`config.mk`:
```
export PLATFORM = sky130hd
export DESIGN_NAME = intc_multi
export DESIGN_NICKNAME = d
export VERILOG_FILES = /design/src/rtl/intc_multi.sv
export SDC_FILE = /design/constraint.sdc
export NUM_CORES = 1
export LEC_CHECK = 0
export ABC_CLOCK_PERIOD_IN_PS = 2900
export BUFFER_PORTS_ARGS = -buffer_cell sky130_fd_sc_hd__buf_2
export CORE_MARGIN = 1.5
export CORE_UTILIZATION = 57
export CTS_CLUSTER_DIAMETER = 100
export DETAILED_ROUTE_END_ITERATION = 8
export PLACE_DENSITY_LB_ADDON = 0.15
export SKIP_LAST_GASP = 1
export SLEW_MARGIN = 15
export SYNTH_ARGS = -nofsm -noshare
export SYNTH_HDL_FRONTEND = slang
export SYNTH_SLANG_ARGS = --single-unit
```
`constraint.sdc`:
```
create_clock -name clk -period 2.9 [get_ports clk]
set_input_delay 0.435 -clock clk [delete_from_list [all_inputs] [get_ports clk]]
set_output_delay 0.435 -clock clk [all_outputs]
set_load 0.01 [all_outputs]
```
`src/rtl/intc_multi.sv`:
```
// Multi-channel interrupt controller: latches done events with per-channel enable and
// edge/level mode, and raises the lowest-index pending channel through a req/ack/EOI handshake.
//   state  | meaning
//   S_IDLE | no request outstanding; latch the winning channel when one is selectable
//   S_REQ  | irq high for the latched channel, waiting for iack or withdrawal
//   S_SVC  | processor servicing the channel; waiting for an EOI write to CTRL
module intc_multi #(
  parameter int NUM_IRQ = 4,
  parameter int DATA_W  = 32
) (
  input  logic               clk,
  input  logic               rst_n,
  input  logic [NUM_IRQ-1:0] done,
  input  logic               iack,
  input  logic [31:0]        input_addr,
  input  logic               write_enable,
  input  logic [DATA_W-1:0]  write_data,
  output logic [DATA_W-1:0]  read_data,
  output logic               irq,
  output logic [DATA_W-1:0]  isr_addr,
  output logic [4:0]         irq_id
);

  typedef enum logic [1:0] {S_IDLE, S_REQ, S_SVC} state_t;

  localparam logic [5:0] NUM6 = 6'(NUM_IRQ);

  state_t             state_q, state_d;
  logic [NUM_IRQ-1:0] enable, mode, pending, pending_d, done_q;
  logic [DATA_W-1:0]  isr_reg [NUM_IRQ];
  logic               in_service;
  logic               irq_q;

  logic [7:0]         addr;
  logic [5:0]         isr_idx;
  logic               hit_isr;
  logic               wr_enable, wr_mode, wr_pending, wr_ctrl;
  logic [NUM_IRQ-1:0] w1c;

  logic [NUM_IRQ-1:0] cur_mask;
  logic               cur_active;
  logic               sel_valid;
  logic [4:0]         sel_id;
  logic [DATA_W-1:0]  sel_addr;
  logic               latch, ack, eoi;

  logic unused_addr;
  assign unused_addr = ^input_addr[31:8];

  // Address decode; every register is word aligned.
  assign addr       = input_addr[7:0];
  assign isr_idx    = addr[7:2] - 6'd16;
  assign hit_isr    = (addr[1:0] == 2'b00) && (addr[7:2] >= 6'd16) && (isr_idx < NUM6);
  assign wr_enable  = write_enable && (addr == 8'h00);
  assign wr_mode    = write_enable && (addr == 8'h04);
  assign wr_pending = write_enable && (addr == 8'h08);
  assign wr_ctrl    = write_enable && (addr == 8'h0C);
  assign w1c        = wr_pending ? write_data[NUM_IRQ-1:0] : '0;

  always_comb begin
    read_data = '0;
    if (addr == 8'h00) begin
      read_data[NUM_IRQ-1:0] = enable;
    end else if (addr == 8'h04) begin
      read_data[NUM_IRQ-1:0] = mode;
    end else if (addr == 8'h08) begin
      read_data[NUM_IRQ-1:0] = pending;
    end else if (addr == 8'h0C) begin
      read_data[DATA_W-1] = in_service;
      read_data[4:0]      = irq_id;
    end else if (hit_isr) begin
      for (int i = 0; i < NUM_IRQ; i++) begin
        if (isr_idx == 6'(i)) read_data = isr_reg[i];
      end
    end
  end

  // Priority select: scanning downward leaves the lowest selectable index.
  always_comb begin
    sel_valid = 1'b0;
    sel_id    = '0;
    sel_addr  = '0;
    for (int i = NUM_IRQ - 1; i >= 0; i--) begin
      if (pending[i] && enable[i]) begin
        sel_valid = 1'b1;
        sel_id    = 5'(i);
        sel_addr  = isr_reg[i];
      end
    end
  end

  always_comb begin
    cur_mask = '0;
    for (int i = 0; i < NUM_IRQ; i++) begin
      cur_mask[i] = (irq_id == 5'(i));
    end
  end

  assign cur_active = |(pending & enable & cur_mask);

  always_comb begin
    state_d = state_q;
    latch   = 1'b0;
    ack     = 1'b0;
    eoi     = 1'b0;
    case (state_q)
      S_IDLE: begin
        if (sel_valid) begin
          latch   = 1'b1;
          state_d = S_REQ;
        end
      end
      S_REQ: begin
        if (iack) begin
          ack     = 1'b1;
          state_d = S_SVC;
        end else if (!cur_active) begin
          state_d = S_IDLE;
        end
      end
      S_SVC: begin
        if (wr_ctrl) begin
          eoi     = 1'b1;
          state_d = S_IDLE;
        end
      end
      default: state_d = S_IDLE;
    endcase
  end

  // Edge channels: a fresh set beats a same-cycle W1C or acknowledge clear.
  always_comb begin
    pending_d = pending;
    for (int i = 0; i < NUM_IRQ; i++) begin
      if (mode[i]) begin
        pending_d[i] = (done[i] & ~done_q[i] & enable[i]) |
                       (pending[i] & ~(w1c[i] | (ack & cur_mask[i])));
      end else begin
        pending_d[i] = done[i] & enable[i];
      end
    end
  end

  always_ff @(posedge clk or negedge rst_n) begin
    if (!rst_n) begin
      state_q    <= S_IDLE;
      irq_q      <= 1'b0;
      isr_addr   <= '0;
      irq_id     <= '0;
      in_service <= 1'b0;
      pending    <= '0;
      done_q     <= '0;
      enable     <= '0;
      mode       <= '1;
      for (int i = 0; i < NUM_IRQ; i++) isr_reg[i] <= '0;
    end else begin
      state_q <= state_d;
      irq_q   <= (state_d == S_REQ);
      pending <= pending_d;
      done_q  <= done;
      if (latch) begin
        isr_addr <= sel_addr;
        irq_id   <= sel_id;
      end
      if (ack)      in_service <= 1'b1;
      else if (eoi) in_service <= 1'b0;
      if (wr_enable) enable <= write_data[NUM_IRQ-1:0];
      if (wr_mode)   mode   <= write_data[NUM_IRQ-1:0];
      for (int i = 0; i < NUM_IRQ; i++) begin
        if (write_enable && hit_isr && (isr_idx == 6'(i))) isr_reg[i] <= write_data;
      end
    end
  end

  assign irq = irq_q;

endmodule
```
==> metrics.yaml, run 1 <==
via_count: 6261
wl_per_cell_um: 23.19
synth_flop_cell: "dfrtp_1"
p_total_mw: 5.477
drive_gt1_share_pct: 46.41
cts_sinks: 182
first_global_vias: 6529
synth-edff-count: 0
hold_buffers: 1
p_leak_nw: 4.937
drv_slew: 0
slowest_delay_ns: 0.58
crit_type: "input pin to primary output"
core_area_mm2: 0.01470
std_cell_rows: 44
largest_register_ffs: 128
cts_tree: "yes"
antenna_left: 0
rsz0062_at_grt: "no"
cp.arrival_ns: 2.21
layout.nets: 839
max-slew-margin-rel_pct: 47.54
setup_violations: 0
hold_class: "input pin to register"
die_w_um: 126.3
peakVddDrop_uv: 459.9
grt_use_total_pct: 29.32
synthCells: 656
grt_max_degree: 62
route.detailed.drc: 0
holdCritStartpoint: "done[3]"
clk_pin_slew_ns: 0.06
power.internal_mw: 4.239
critPathLaunchType: "input pin"
setup-tns-final_ns: 0
worstSkewPairLatency_ns: 0.43
multiInputGateArea_mm2: 0.003855
synth_cell_types: 45
p_comb_share_pct: 6.4
end_kind: "primary output"
ys_ff_latch: 182
cts_resized: 0
initial_core_util_pct: 58.91
dp_hpwl_um: 13710
crit_family: "simple AND/OR/NAND/NOR gates"
grt_pass1_wl_um: 35490
sw_frac_of_total_pct: 22.60
period_share_pct: 91.09
ys_seq_area_share_pct: 52.65
gp_congestion: 0.8143
yosysWarnings: 0
htreeDepth: 4
reg2reg_slack_ns: 0.71
area_delta_synth_final_pct: 17.35
synth_area_leaders: "dfrtp_1 (51%), mux2_2 (18%), mux4_2 (7.8%), a221oi_1 (3.7%), o31ai_1 (2.9%)"
drt_iter0_markers: 502
die_h_um: 126.3
power_frac_clock_pct: 43.9
status: "complete, no violations"
seqCellArea_mm2: 0.004559
fillers: 1059
r2r_start: "enable[0]$_DFFE_PN0P_"
netSwitchingPower_mw: 1.238
synthArstFlopShare_pct: 100.0
synth.avg_cell_area_um2: 13.20
startpoint: "input_addr[1]"
io_pins: 142
dieArea_mm2: 0.01594
crit_buf_inv: 3
postCtsSetupRepairBufs: 0
path_max_fanout: 8
netlist_area_mm2: 0.008660
cts_made_buffers: 17
clock.fmax_ghz: 0.3785
yosysTopAreaCell: "dfrtp_1"
p_per_area_mw_per_mm2: 539.0
cap_violations: 0
gr-total-overflow: 0
firstDrtPassIters: 5
clk_path_buf_depth: 2
cpMaxStageDelayCell: "or4_4"
min_period_ns: 2.642
port_buffers: 114
tightest_slew_ns: 0.7851
p_seq_share_pct: 49.6
antenna_found_initial: 0
cts_root_buf: "clkbuf_16"
hold_violations: 0
cp.required_ns: 2.47
yosysTopAreaCellShare_pct: 51.44
cp_cell_sequence: "buf_2, or4_4, nor3b_4, buf_4, o21ai_0, o21ai_0, buf_2"
fin_worst_skew_ns: 0.006375
vias_per_cell: 6.488
routed_wl_um: 22380
-- Yosys cell counts, drive strengths merged (2+ instances only) --
master / number
inv: 5
nand3b: 2
mux2: 139
a221oi: 37
or2: 2
a31o: 4
and2: 28
nand3: 3
dfrtp: 178
nor2: 7
o211ai: 2
o22ai: 34
clkbuf: 31
nand2: 55
o41ai: 2
mux2i: 4
mux4: 30
o31ai: 33
buf: 23
a22oi: 2
nor3b: 2
o21ai: 15
dfstp: 4
-- power by group through the flow --
stage	Sequential, mW	Combinational [mW]	Clock (mW)
CTS	2.72	0.356	2.44
finish	2.72	0.353	2.41
detailed placement	2.76	0.352	0
global placement	2.75	0.336	0
global route	2.73	0.384	2.54
floorplan	2.74	0.192	0
-- cell type report --
class | count | share of cell area (%)
antenna | 1 | 0.02462
clock buffer | 21 | 4.629
clock inverter | 11 | 1.441
inverter | 5 | 0.1847
multi-input combinational | 417 | 37.93
sequential | 182 | 44.87
tap | 184 | 2.265
timing repair buffer | 144 | 8.656
-- per-layer routing --
layer,wire [µm],track usage (%)
met1,9201,37.65
met2,11440,48.80
met3,1296,6.882
met4,444,11.22
met5,0,0
-- kinds of logic after synthesis --
logic type | count (synthesis) | share of synthesized area, %
AND/OR/NAND/NOR | 108 | 6.257
flip-flops | 182 | 52.65
buffers and inverters | 59 | 3.323
AO/OA/AOI/OAI | 133 | 11.26
multiplexers | 173 | 26.47
other | 1 | 0.04330
-- cell usage in the layout, fill, tap and decap left out, types with 3 or more instances in the layout --
cell type  count
a221oi_1      37
a31o_2         4
and2_1        27
buf_12         6
buf_2        113
buf_4         23
bufinv_16      3
clkbuf_16     17
clkbuf_8       3
clkinv_2       3
conb_1         3
dfrtp_1      178
dfstp_2        4
inv_1          5
mux2_2       135
mux2_4         3
mux2i_1        4
mux4_2        30
nand2_1       53
nor2_1         5
o21ai_0       15
o22ai_1       34
o31ai_1       33
-- per-stage QoR --
stage	instance area, µm²	hold WS (ns)	utilization [%]	setup WS [ns]	std cells
2_1_floorplan	8667	0.1394	-	0.5195	658
3_3_place_gp	9533	0.4461	64.85	0.3271	931
3_5_place_dp	9533	0.4476	64.85	0.3369	931
4_1_cts	10160	0.1152	69.12	0.2637	964
5_1_grt	10160	0.1147	69.12	0.2183	964
6_report	10160	0.1258	69.14	0.2583	965
-- path summary, 6_finish.rpt --
path / endpoint / depth (start not counted)
setup / recovery: read_data[0] / 7
hold / removal: done_q[3]$_DFF_PN0_ / 1
setup reg to reg: isr_addr[31]$_DFFE_PN0P_ / 5
hold reg to reg: isr_addr[25]$_DFFE_PN0P_ / 2
max in group asynchronous: isr_reg[106]$_DFFE_PN0P_ / 3
min in group asynchronous: done_q[3]$_DFF_PN0_ / 2
Note: power is estimated with default switching activity, not from simulation.
==> inputs of run 2 (changes only) <==
- PLACE_DENSITY_LB_ADDON: 0.15 -> 0.25
==> run 2 against run 1 <==
  * Register-to-register slack improved by 0.05 ns
  * Clock skew grew 0.00060 ns
  * Maximum frequency is 0.17% higher
  * Highest routed layer unchanged
  * Count of clock-buffer cells in the layout fell by 1
  * Utilization is 0.077 points higher
  * First-iteration DRC count grew 4.2%
==> metrics.yaml, run 2 (same netlist as run 1, synthesis figures left out) <==
htreeDepth: 4  # unchanged
vias_per_cell: 6.588  # was 6.488
fin_cells: 958  # was 965
cp.arrival_ns: 2.20  # was 2.21 ns
hold_slack_ns: 0.07511  # was 0.1258 ns
antenna_left: 0  # unchanged
crit_type: "input pin to primary output"  # unchanged
setup_violations: 0  # unchanged
placed_cell_area_mm2: 0.009508  # was 0.009533 mm²
drt_iter0_markers: 523  # was 502
clock.fmax_ghz: 0.3792  # was 0.3785 GHz
crit_family: "simple AND/OR/NAND/NOR gates"  # unchanged
clk_pin_slew_ns: 0.06  # about the same
grt_max_degree: 89  # was 62
first_global_vias: 6592  # was 6529
critPathLaunchType: "input pin"  # unchanged
worstSkewPairLatency_ns: 0.43  # about the same
period_share_pct: 90.94  # was 91.09%
core_area_mm2: 0.01470  # unchanged
clk_path_buf_depth: 2  # unchanged
rsz0062_at_grt: "no"  # unchanged
drive_gt1_share_pct: 46.25  # was 46.41%
mostFrequentLayoutCell: "dfrtp_1"  # unchanged
port_buffers: 114  # unchanged
dp_hpwl_um: 13370  # was 13710 µm
cts_resized: 0  # unchanged
antenna_found_initial: 0  # unchanged
die_h_um: 126.3  # unchanged
layout_setup_ws_ns: 0.2627  # was 0.2583 ns
cap_violations: 0  # unchanged
p_leak_nw: 4.936  # was 4.937 nW
postCtsSetupRepairBufs: 0  # unchanged
reg2reg_slack_ns: 0.76  # was 0.71 ns
dieArea_mm2: 0.01594  # unchanged
placedCellCount: 926  # was 931
setup-tns-final_ns: 0  # unchanged
final_core_util_pct: 69.21  # was 69.14%
route.detailed.drc: 0  # unchanged
firstDrtPassIters: 5  # unchanged
grt_pass1_wl_um: 35260  # was 35490 µm
cts_made_buffers: 17  # unchanged
gp_congestion: 0.8298  # was 0.8143
r2r_cells: 4  # was 5
io_pins: 142  # unchanged
slowest_delay_ns: 0.58  # about the same
end_kind: "primary output"  # unchanged
r2r-end: "isr_addr[13]$_DFFE_PN0P_"  # was isr_addr[31]$_DFFE_PN0P_
dp_slack_ns: 0.2854  # was 0.3369 ns
via_count: 6311  # was 6261
r2r_start: "enable[0]$_DFFE_PN0P_"  # unchanged
initial_core_util_pct: 58.91  # unchanged
p_per_area_mw_per_mm2: 552.3  # was 539.0 mW/mm²
worst-path-stages: 7  # unchanged
std_cell_rows: 44  # unchanged
area_delta_synth_final_pct: 17.48  # was 17.35%
cts_tree: "yes"  # unchanged
min_period_ns: 2.637  # was 2.642 ns
fillers: 1026  # was 1059
wl_per_cell_um: 22.95  # was 23.19 µm
largest_register_ffs: 128  # unchanged
hold_class: "input pin to asynchronous set/reset pin"  # was input pin to register
gr-total-overflow: 0  # unchanged
drv_slew: 0  # unchanged
hold_violations: 0  # unchanged
status: "complete, no violations"  # unchanged
crit_buf_inv: 3  # unchanged
cpMaxStageDelayCell: "or4_4"  # unchanged
antenna_cells: 0  # was 1
layout.nets: 833  # was 839
tightest_slew_ns: 0.9638  # was 0.7851 ns
p_total_mw: 5.619  # was 5.477 mW
peakVddDrop_uv: 445.3  # was 459.9 µV
stdcell_area_mm2: 0.01017  # was 0.01016 mm²
max-slew-margin-rel_pct: 35.68  # was 47.54%
routed_wl_um: 21990  # was 22380 µm
cp_cell_sequence: "buf_2, or4_4, nor3b_4, buf_12, o21ai_0, o21ai_0, buf_2"  # was buf_2, or4_4, nor3b_4, buf_4, o21ai_0, o21ai_0, buf_2
cts_sinks: 182  # unchanged
grt_use_total_pct: 28.94  # was 29.32%
hold_buffers: 0  # was 1
die_w_um: 126.3  # unchanged
cp.required_ns: 2.47  # about the same
final_cell_mix: "dfrtp_1 (178), mux2_2 (135), buf_2 (113), nand2_1 (53), a221oi_1 (37)"  # unchanged
cts_root_buf: "clkbuf_16"  # unchanged
fin_worst_skew_ns: 0.006978  # was 0.006375 ns
path_max_fanout: 33  # was 8
[run 2: layout make-up]
type	instances	area [µm²]	area share, %
clock buffers	20	466.7	4.587
well taps	184	230.2	2.263
clock inverters	12	198.9	1.955
repair buffers	138	844.6	8.302
inverters	5	18.77	0.1845
multi-input cells	417	3855	37.89
flip-flops and latches	182	4559	44.82
[run 2: worst max path at each step]
stage / from / endpoint
finish: input_addr[1] / read_data[0]
global route: input_addr[1] / read_data[0]
CTS: input_addr[1] / read_data[0]
detailed placement: input_addr[1] / isr_reg[90]$_DFFE_PN0P_
global placement: input_addr[1] / read_data[0]
floorplan: input_addr[1] / read_data[31]
[run 2: where the power goes]
| group | total (mW) | internal, mW | switching, mW |
|---|---|---|---|
| Sequential | 2.72 | 2.64 | 0.0798 |
| Clock | 2.55 | 1.60 | 0.952 |
| Combinational | 0.349 | 0.173 | 0.176 |
[run 2: metal layers]
layer / GRT usage [%] / part of all wire [%]
met1: 37.36 / 41
met2: 47.51 / 50
met3: 6.372 / 6.9
met4: 12.64 / 2.3
met5: 0 / 0
[run 2: worst register-to-register path, cell delays in order, from the launching register on]
cell	delay (ns)
dfrtp_1	0.41
nand2_2	0.25
nand3_2	0.79
o22ai_1	0.45
o31ai_1	0.11
==> inputs of run 3 (changes only) <==
- SETUP_SLACK_MARGIN: default -> 0.4
==> run 3 against run 2 <==
  * Non-clock buffer count up 5
  * Sequential power barely moved
  * Die area unchanged
  * Combinational power rose by 2%
  * Register-to-register slack hardly changed
  * Highest routed layer unchanged
  * Critical endpoint is now read_data[2]
  * Clock skew down 0.0018 ns
==> metrics.yaml, run 3 (same netlist as run 1, synthesis figures left out) <==
route.detailed.drc: 0  # unchanged
power_frac_clock_pct: 45.4  # about the same
end_kind: "primary output"  # unchanged
p_leak_nw: 4.976  # was 4.936 nW
cts_tree: "yes"  # unchanged
dieArea_mm2: 0.01594  # unchanged
area_delta_synth_final_pct: 18.57  # was 17.48%
via_count: 6323  # was 6311
cp.required_ns: 2.47  # about the same
antenna_cells: 0  # unchanged
p_comb_share_pct: 6.3  # was 6.2%
r2r_start: "enable[0]$_DFFE_PN0P_"  # unchanged
worstSkewPairLatency_ns: 0.43  # about the same
netSwitchingPower_mw: 1.221  # was 1.208 mW
power.internal_mw: 4.414  # was 4.410 mW
cp_cell_sequence: "buf_6, or4_4, nor3b_4, buf_12, o211ai_1, a22oi_1, buf_2"  # was buf_2, or4_4, nor3b_4, buf_12, o21ai_0, o21ai_0, buf_2
clock.fmax_ghz: 0.4022  # was 0.3792 GHz
final_core_util_pct: 69.85  # was 69.21%
status: "complete, no violations"  # unchanged
p_per_area_mw_per_mm2: 548.8  # was 552.3 mW/mm²
routed_wl_um: 22320  # was 21990 µm
core_area_mm2: 0.01470  # unchanged
wl_per_cell_um: 23.17  # was 22.95 µm
drv_slew: 0  # unchanged
initial_core_util_pct: 58.91  # unchanged
worst-path-stages: 7  # unchanged
p_seq_share_pct: 48.3  # was 48.4%
clk_path_buf_depth: 2  # unchanged
drive_gt1_share_pct: 46.85  # was 46.25%
period_share_pct: 85.73  # was 90.94%
max-slew-margin-rel_pct: 34.92  # was 35.68%
placedCellCount: 926  # unchanged
cpMaxStageDelayCell: "or4_4"  # unchanged
vias_per_cell: 6.566  # was 6.588
cts_sinks: 182  # unchanged
dp_hpwl_um: 13370  # unchanged
p_total_mw: 5.635  # was 5.619 mW
final_cell_mix: "dfrtp_1 (178), mux2_2 (135), buf_2 (112), nand2_1 (53), a221oi_1 (36)"  # was dfrtp_1 (178), mux2_2 (135), buf_2 (113), nand2_1 (53), a221oi_1 (37)
hold_violations: 0  # unchanged
grt_use_total_pct: 29.33  # was 28.94%
die_w_um: 126.3  # unchanged
crit_family: "simple AND/OR/NAND/NOR gates"  # unchanged
std_cell_rows: 44  # unchanged
fillers: 1017  # was 1026
gp_congestion: 0.8298  # unchanged
critPathLaunchType: "input pin"  # unchanged
rsz0062_at_grt: "yes"  # was no
htreeDepth: 4  # unchanged
crit_type: "input pin to primary output"  # unchanged
die_h_um: 126.3  # unchanged
slowest_delay_ns: 0.57  # was 0.58 ns
fin_worst_skew_ns: 0.005136  # was 0.006978 ns
startpoint: "input_addr[4]"  # was input_addr[1]
mostFrequentLayoutCell: "dfrtp_1"  # unchanged
gr-total-overflow: 0  # unchanged
path_max_fanout: 6  # was 33
setup_violations: 0  # unchanged
hold_slack_ns: 0.07349  # was 0.07511 ns
antenna_left: 0  # unchanged
crit_buf_inv: 3  # unchanged
clk_pin_slew_ns: 0.06  # about the same
cap_violations: 0  # unchanged
r2r_cells: 4  # unchanged
port_buffers: 114  # unchanged
antenna_found_initial: 0  # unchanged
grt_pass1_wl_um: 35650  # was 35260 µm
largest_register_ffs: 128  # unchanged
fin_cells: 963  # was 958
min_period_ns: 2.486  # was 2.637 ns
layout.nets: 838  # was 833
hold_buffers: 0  # unchanged
peakVddDrop_uv: 454.0  # was 445.3 µV
reg2reg_slack_ns: 0.76  # about the same
firstDrtPassIters: 4  # was 5
sw_frac_of_total_pct: 21.66  # was 21.51%
setup-tns-final_ns: 0  # unchanged
io_pins: 142  # unchanged
cts_root_buf: "clkbuf_16"  # unchanged
tightest_slew_ns: 0.9751  # was 0.9638 ns
grt_max_degree: 89  # unchanged
drt_iter0_markers: 504  # was 523
first_global_vias: 6612  # was 6592
cp.arrival_ns: 2.05  # was 2.20 ns
cts_made_buffers: 17  # unchanged
hold_class: "input pin to asynchronous set/reset pin"  # unchanged
==> run 3: cell types whose count changed in the layout (fill, tap and decap cells not counted), sizes merged <==
cell | before | now
buf | 138 | 142
bufbuf | 0 | 1
==> run 3: worst paths after layout <==
check | to
hold reg to reg | isr_addr[28]$_DFFE_PN0P_
setup reg to reg | isr_addr[13]$_DFFE_PN0P_
min in group clk | done_q[0]$_DFF_PN0_
max in group asynchronous | isr_reg[107]$_DFFE_PN0P_
hold / removal | pending[3]$_DFF_PN0_
setup / recovery | read_data[2]
==> run 3: cell type report <==
class / count / area (µm²) / area share (%)
Sequential cell: 182 / 4559 / 44.41
Timing Repair Buffer: 143 / 925.9 / 9.018
Inverter: 5 / 18.77 / 0.1828
Clock buffer: 20 / 466.7 / 4.545
Multi-Input combinational cell: 417 / 3867 / 37.67
Clock inverter: 12 / 198.9 / 1.938
Tap cell: 184 / 230.2 / 2.242
==> run 3: layer usage <==
| layer | track usage [%] | wire length [µm] | vias up |
|---|---|---|---|
| li1 | - | - | 2728 |
| met1 | 37.64 | 9002 | 3260 |
| met2 | 48.32 | 11270 | 284 |
| met3 | 6.457 | 1522 | 51 |
| met4 | 13.05 | 527 | 0 |
| met5 | 0 | 0 | - |
==> run 3: metrics by stage <==
| step | cell area, µm² | setup slack [ns] |
|---|---|---|
| after floorplan | 8667 | 0.5195 |
| final | 10270 | 0.4138 |
| after global routing | 10270 | 0.3416 |
| after detailed placement | 9508 | 0.2854 |
| after global placement | 9508 | 0.2940 |
| after CTS | 10260 | 0.3805 |
==> run 3: timing repair <==
item,CTS,global route
endpoints found under the hold margin,0,0
setup endpoints to repair,5,23
gates resized for setup,5,0
gates cloned,1,0
pin swaps,3,2
setup buffers,3,1
==> run 3: power by group through the flow <==
stage	registers [mW]	clock network, mW	logic (mW)
2_1_floorplan	2.74	0	0.192
3_3_place_gp	2.75	0	0.335
3_5_place_dp	2.76	0	0.351
4_1_cts	2.72	2.58	0.358
5_1_grt	2.73	2.69	0.390
6_report	2.72	2.56	0.356
